<file path="src/rtl/adder_pkg.sv">
// Shared definitions for the chunked wide-adder sequencer: state encoding and
// default operand/chunk widths.
package adder_pkg;

  localparam int DEFAULT_WIDTH = 128;
  localparam int DEFAULT_CHUNK = 32;

  typedef enum logic [1:0] {
    ST_IDLE = 2'd0,
    ST_RUN  = 2'd1,
    ST_DONE = 2'd2
  } state_e;

endpackage

</file>
<file path="src/rtl/adder_seq_ctrl_if.sv">
// Operand and result handshakes of the chunked adder sequencer; the master is
// the producer/consumer side, the slave is the sequencer.
interface adder_seq_ctrl_if
  import adder_pkg::*;
#(
  parameter int WIDTH = DEFAULT_WIDTH
) ();

  logic             in_valid;
  logic             in_ready;
  logic [WIDTH-1:0] a;
  logic [WIDTH-1:0] b;
  logic             cin;
  logic             out_valid;
  logic             out_ready;
  logic [WIDTH-1:0] sum;
  logic             cout;
  logic             busy;

  modport master (
    output in_valid, a, b, cin, out_ready,
    input  in_ready, out_valid, sum, cout, busy
  );

  modport slave (
    input  in_valid, a, b, cin, out_ready,
    output in_ready, out_valid, sum, cout, busy
  );

endinterface

</file>
<file path="src/rtl/adder_seq_ctrl_chunk_adder.sv">
// Combinational CHUNK-bit adder with carry in/out; the one narrow adder that the
// sequencer time-shares across all chunks.
module chunk_adder
  import adder_pkg::*;
#(
  parameter int CHUNK = DEFAULT_CHUNK
) (
  input  logic [CHUNK-1:0] a_i,
  input  logic [CHUNK-1:0] b_i,
  input  logic             ci_i,
  output logic [CHUNK-1:0] s_o,
  output logic             co_o
);

  assign {co_o, s_o} = {1'b0, a_i} + {1'b0, b_i} + {{CHUNK{1'b0}}, ci_i};

endmodule

</file>
<file path="src/rtl/adder_seq.sv">
// Multi-cycle WIDTH-bit adder: latches one operand pair, adds CHUNK bits per
// cycle with a registered carry, then holds the result until it is taken.
module adder_seq_ctrl
  import adder_pkg::*;
#(
  parameter int WIDTH = DEFAULT_WIDTH,
  parameter int CHUNK = DEFAULT_CHUNK
) (
  input logic            clk,
  input logic            clr,
  adder_seq_ctrl_if.slave bus
);

  localparam int N  = WIDTH / CHUNK;
  localparam int CW = (N > 1) ? $clog2(N) : 1;
  localparam logic [CW-1:0] LAST = CW'(N - 1);

  if (WIDTH % CHUNK != 0) begin : g_bad_chunk
    $error("adder_seq_ctrl: WIDTH must be a multiple of CHUNK");
  end

  state_e                     state_q, state_d;
  logic [CW-1:0]              cnt_q, cnt_d;
  logic                       carry_q, carry_d;
  logic                       cout_q, cout_d;
  logic [N-1:0][CHUNK-1:0]    a_q, a_d;
  logic [N-1:0][CHUNK-1:0]    b_q, b_d;
  logic [N-1:0][CHUNK-1:0]    sum_q, sum_d;
  logic [CHUNK-1:0]           s_chunk;
  logic                       c_chunk;

  chunk_adder #(.CHUNK(CHUNK)) u_chunk_adder (
    .a_i  (a_q[cnt_q]),
    .b_i  (b_q[cnt_q]),
    .ci_i (carry_q),
    .s_o  (s_chunk),
    .co_o (c_chunk)
  );

  always_comb begin
    // NOTE: every next-state signal gets its hold value first, so no path through
    // the case leaves one unassigned and no latch is inferred.
    state_d = state_q;
    cnt_d   = cnt_q;
    carry_d = carry_q;
    cout_d  = cout_q;
    a_d     = a_q;
    b_d     = b_q;
    sum_d   = sum_q;

    case (state_q)
      ST_IDLE: begin
        if (bus.in_valid) begin
          a_d     = bus.a;
          b_d     = bus.b;
          carry_d = bus.cin;
          cnt_d   = '0;
          state_d = ST_RUN;
        end
      end
      ST_RUN: begin
        sum_d[cnt_q] = s_chunk;
        carry_d      = c_chunk;
        // The counter parks on the last chunk instead of wrapping; accept reloads it.
        if (cnt_q == LAST) begin
          cout_d  = c_chunk;
          state_d = ST_DONE;
        end else begin
          cnt_d = cnt_q + CW'(1);
        end
      end
      ST_DONE: begin
        if (bus.out_ready) state_d = ST_IDLE;
      end
      default: state_d = ST_IDLE;
    endcase
  end

  always_ff @(posedge clk or posedge clr) begin
    if (clr) begin
      // NOTE: the wide operand/sum registers are reset as well, because an abort
      // must leave sum/cout at known zero rather than a stale partial result.
      state_q <= ST_IDLE;
      cnt_q   <= '0;
      carry_q <= 1'b0;
      cout_q  <= 1'b0;
      a_q     <= '0;
      b_q     <= '0;
      sum_q   <= '0;
    end else begin
      // NOTE: non-blocking assignments so every register samples pre-edge values.
      state_q <= state_d;
      cnt_q   <= cnt_d;
      carry_q <= carry_d;
      cout_q  <= cout_d;
      a_q     <= a_d;
      b_q     <= b_d;
      sum_q   <= sum_d;
    end
  end

  // in_ready is gated by clr so nothing is offered while reset is held.
  assign bus.in_ready  = (state_q == ST_IDLE) && !clr;
  assign bus.out_valid = (state_q == ST_DONE);
  assign bus.busy      = (state_q != ST_IDLE);
  assign bus.sum       = sum_q;
  assign bus.cout      = cout_q;

endmodule

</file>
<file path="src/flat_wrapper.sv">
// flat-port wrapper written by rule: the top's interface ports become plain ports
module adder_seq_ctrl_flat import adder_pkg::*;
#(
  parameter int WIDTH = DEFAULT_WIDTH,
  parameter int CHUNK = DEFAULT_CHUNK
)
  (clk, clr, bus_in_valid, bus_a, bus_b, bus_cin, bus_out_ready, bus_in_ready, bus_out_valid, bus_sum, bus_cout, bus_busy);
  adder_seq_ctrl_if #(.WIDTH(WIDTH)) bus_i ();
  input logic clk;
  input logic clr;
  input wire logic [$bits(bus_i.in_valid)-1:0] bus_in_valid;
  input wire logic [$bits(bus_i.a)-1:0] bus_a;
  input wire logic [$bits(bus_i.b)-1:0] bus_b;
  input wire logic [$bits(bus_i.cin)-1:0] bus_cin;
  input wire logic [$bits(bus_i.out_ready)-1:0] bus_out_ready;
  output wire logic [$bits(bus_i.in_ready)-1:0] bus_in_ready;
  output wire logic [$bits(bus_i.out_valid)-1:0] bus_out_valid;
  output wire logic [$bits(bus_i.sum)-1:0] bus_sum;
  output wire logic [$bits(bus_i.cout)-1:0] bus_cout;
  output wire logic [$bits(bus_i.busy)-1:0] bus_busy;
  assign bus_i.in_valid = bus_in_valid;
  assign bus_i.a = bus_a;
  assign bus_i.b = bus_b;
  assign bus_i.cin = bus_cin;
  assign bus_i.out_ready = bus_out_ready;
  assign bus_in_ready = bus_i.in_ready;
  assign bus_out_valid = bus_i.out_valid;
  assign bus_sum = bus_i.sum;
  assign bus_cout = bus_i.cout;
  assign bus_busy = bus_i.busy;
  adder_seq_ctrl #(.WIDTH(WIDTH), .CHUNK(CHUNK)) u_core (.clk(clk), .clr(clr), .bus(bus_i));
endmodule
</file>
<file path="config.mk">
export PLATFORM = sky130hd
export DESIGN_NAME = adder_seq_ctrl_flat
export DESIGN_NICKNAME = d
export VERILOG_FILES = /design/src/rtl/adder_pkg.sv /design/src/rtl/adder_seq_ctrl_if.sv /design/src/rtl/adder_seq_ctrl_chunk_adder.sv /design/src/rtl/adder_seq.sv /design/src/flat_wrapper.sv
export SDC_FILE = /design/constraint.sdc
export NUM_CORES = 1
export LEC_CHECK = 0
export CAP_MARGIN = 0
export CORE_ASPECT_RATIO = 2
export CORE_MARGIN = 8
export CORE_UTILIZATION = 27
export CTS_BUF_LIST = sky130_fd_sc_hd__clkbuf_4
export DETAILED_ROUTE_END_ITERATION = 12
export PLACE_DENSITY = 0.53
export SKIP_CTS_REPAIR_TIMING = 1
export SLEW_MARGIN = 5
export SYNTH_ARGS = -nofsm -noshare
export SYNTH_HDL_FRONTEND = slang
export SYNTH_SLANG_ARGS = --single-unit
</file>
<file path="constraint.sdc">
create_clock -name clk -period 40.5 [get_ports clk]
set_input_delay 6.075 -clock clk [delete_from_list [all_inputs] [get_ports clk]]
set_output_delay 6.075 -clock clk [all_outputs]
set_load 0.05 [all_outputs]
</file>
==> metrics.md <==
| Metric | Value |
|---|---|
| Status | `finished clean` |
| Most used DFF post-synth | `dfrtp_1` |
| Worst-path clk slew | `roughly 0.060 ns` |
| Crit path cell chain | `clkdlybuf4s50_1 > nor2_1 > clkdlybuf4s50_1` |
| Syn Area/Cell | `between 10 and 15 um^2` |
| HPWL after detailed placement | `around 44000 um` |
| Clk buf depth | `3` |
| Synthesized Nets | `~1700` |
| RSZ-0062 raised after global routing | `false` |
| Area delta synth->final | `32.9%` |
| DR WL/cell | `21.5 um` |
| Initial Utilization | `roughly 27%` |
| Fin. max-slew vios | `0` |
| Clk_skew | `0.0661 ns` |
| Crit-path max cell delay | `0.81 ns` |
| Critical Path Slowest Stage Cell | `clkdlybuf4s50_1` |
| Die area | `76700 um^2` |
| Place WS | `26.87 ns` |
| TritonCTS Sinks | `a little under 400` |
| Die height | `about 380 um` |
| Fill count | `6670` |
| CTS root buffer | `clkbuf_4` |
| Pin slew with the least headroom to its limit | `1.07 ns` |
| First-pass GRT wire length | `approximately 89000 um` |
| Post-synth ARST share | `100%` |
| Gate Count Post-Synth | `~1400` |
| GRT overflow | `0` |
| Delay-heaviest family, CP | `buffers and inverters` |
| Ports | `393` |
| Setup CP Type | `in -> out` |
| Tot GR Track Use | `about 16%` |
| Reg2reg setup slack | `approximately 35 ns` |
| Max-slew headroom | `approximately 28%` |
| DRT iter0 DRCs | `680` |
| Non-filler cells, final | `2795` |
| Placed Instances | `2625` |
| Final net count | `2131` |
| Worst R2R End | `u_core.bus.sum[127]` |
| Die W | `200 um` |
| #FFs+latches synth | `390` |
| Share of layout cells above drive strength 1 | `a little over a quarter` |
| Vias | `13400` |
| Launch point of the worst path | `clr` |
| Crit Path Max Fanout | `2` |
| Setup violators final | `0` |
| Vias in the first global route | `roughly 14000` |
| Netlist cell types | `67` |
| Setup crit end kind | `primary output` |
| Reg2Reg Depth | `10` |
| First-pass DRT Iterations | `6` |
| CTS H-tree depth | `3` |
| Data required, critical path | `roughly 34 ns` |
| Hold depth | `2` |
| Worst-Skew Late Latency | `between 0.9 and 1 ns` |
| Crit path capture | `bus_in_ready` |
| DRC | `0` |
| Largest net degree at the start of global routing | `136` |
| Buf/Inv on CP | `2` |
| Count of input and output buffers | `slightly below 400` |
| Sum Neg Setup Slack | `0 ns` |
| Multi-input logic area | `8060 um^2` |
| Final worst path period need | `13.63 ns` |
| Final Hold Viols | `0` |
| RD Place Congestion | `~0.82` |
| TritonCTS buffer count | `96` |
| CTS tree | `yes` |
| Ys Warns | `0` |
| Post-synth EDFFs | `0` |
| Reg-to-reg startpoint | `u_core.cnt_q[0]` |
| HP Start | `u_core.bus.sum[64]` |
| Final core area utilization | `between 30% and 40%` |
| Critical path arrival | `about 7.6 ns` |
| Mapped Area | `18200 um^2` |
| CP Launch Type | `input port` |
| Maximum clock rate | `0.0734 GHz` |
| Core area | `roughly 67000 um^2` |
| Final worst-path cycle share | `~34%` |
| Sequential Area | `a little under 10000 um^2` |
| Antenna viol nets, final | `0` |
| FP Rows | `135` |
| Cell mode on critical path | `clkdlybuf4s50_1` |
| HP Class | `reg -> reg` |
| WP depth | `3` |
| Initial antenna violation count | `29` |
| DR vias/cell | `between 4 and 5` |
| Slack of the critical path | `about 27 ns` |
| Routed WL | `between 50000 and 60000 um` |
| Max-cap violation count | `0` |
| Seq/Total Area, Yosys | `a little over half` |
cells in the final DEF, fill, tap and decap left out, types with 24 or more instances in the layout:
master           instances
a21oi_1                 39
clkbuf_4               129
clkdlybuf4s50_1        392
dfrtp_1                388
ha_1                    35
mux2_2                 260
mux4_2                  64
nand2_1                150
nand4_1                 26
nor2_1                  25
nor3_1                  27
o21ai_0                 75
o31ai_1                 24
how the worst min path moves through the flow:
stage	endpoint	slack [ns]
after CTS	u_core.bus.sum[64]	0.48
after detailed placement	u_core.bus.sum[64]	0.46
final	u_core.bus.sum[64]	0.47
after floorplan	u_core.a_q[72]	0.48
after global routing	u_core.bus.sum[50]	0.50
after global placement	u_core.bus.sum[36]	0.46
logic make-up after synthesis:
| logic type | Yosys count | synth area share [%] |
|---|---|---|
| DFF | 390 | 53.5 |
| muxes | 324 | 23.9 |
| and+or+nand+nor | 314 | 8.22 |
| AOI/OAI and AO/OA | 232 | 8.50 |
| buffers and inverters | 115 | 2.46 |
| adders and majority gates | 37 | 2.62 |
| xor gates and xnor gates | 16 | 0.768 |
area by class of cell:
| cell class | instances | share of cell area, % |
|---|---|---|
| antenna | 18 | 0.186 |
| timing repair buffer | 407 | 16.7 |
| clock inverter | 23 | 0.769 |
| clock buffer | 129 | 3.99 |
| inverter | 15 | 0.263 |
| sequential | 390 | 40.3 |
| tap | 890 | 4.59 |
| multi-input combinational | 923 | 33.3 |
worst min-delay path, delay by kind of cell, from the launching register on:
family | cells | cell delay [ns]
flip-flops | 1 | 0.34
AND/OR/NAND/NOR | 2 | 0.10
layer usage:
| layer | wire, um | GRT usage [%] | up-vias |
|---|---|---|---|
| met1 | 27500 | 21.3 | 6500 |
| met5 | 174 | 0 | - |
| li1 | - | - | 6144 |
| met4 | 1030 | 4.25 | 26 |
| met3 | 7140 | 7.88 | 101 |
| met2 | 24100 | 21.5 | 579 |
cell usage after synthesis, types with 3 or more instances:
master | number | area [um^2]
a21oi_1 | 39 | 195
a221o_1 | 5 | 50.1
o21a_1 | 8 | 60.1
o211ai_1 | 10 | 75.1
nor2_1 | 26 | 97.6
buf_2 | 11 | 55.1
ha_1 | 35 | 438
mux2_2 | 260 | 2930
a21oi_2 | 3 | 26.3
nand2b_1 | 3 | 18.8
o22ai_1 | 3 | 18.8
buf_1 | 8 | 30.0
a21o_1 | 18 | 135
or3_1 | 20 | 125
xnor2_1 | 8 | 70.1
mux4_2 | 64 | 1440
a211o_1 | 13 | 114
nand4_1 | 26 | 163
nand3b_1 | 5 | 37.5
nor3_1 | 28 | 140
o21ai_0 | 75 | 375
o2111ai_1 | 5 | 43.8
o31ai_1 | 24 | 180
clkbuf_1 | 80 | 300
nand2_1 | 154 | 578
and2_1 | 6 | 37.5
xor2_1 | 8 | 70.1
inv_1 | 15 | 56.3
nand3_1 | 21 | 105
nor4_1 | 6 | 37.5
dfrtp_1 | 390 | 9760
or4_1 | 4 | 30.0
flip-flops by register name, summed over array words and instances (netlist names):
register,flops
u_core.a_q,128
u_core.b_q,128
u_core.bus.sum,128
u_core.cnt_q,2
u_core.state_q,2
u_core.bus.cout,1
u_core.carry_q,1
metrics by stage:
stage               cell area (um^2)  hold slack [ns]
global route                   24200            0.500
detailed placement             23000            0.463
floorplan                      18200            0.475
finish                         24200            0.473
global placement               23000            0.461
CTS                            24200            0.480
Power is not shown: default switching activity piles up to over one toggle a cycle in this logic, so the estimate is an artifact.
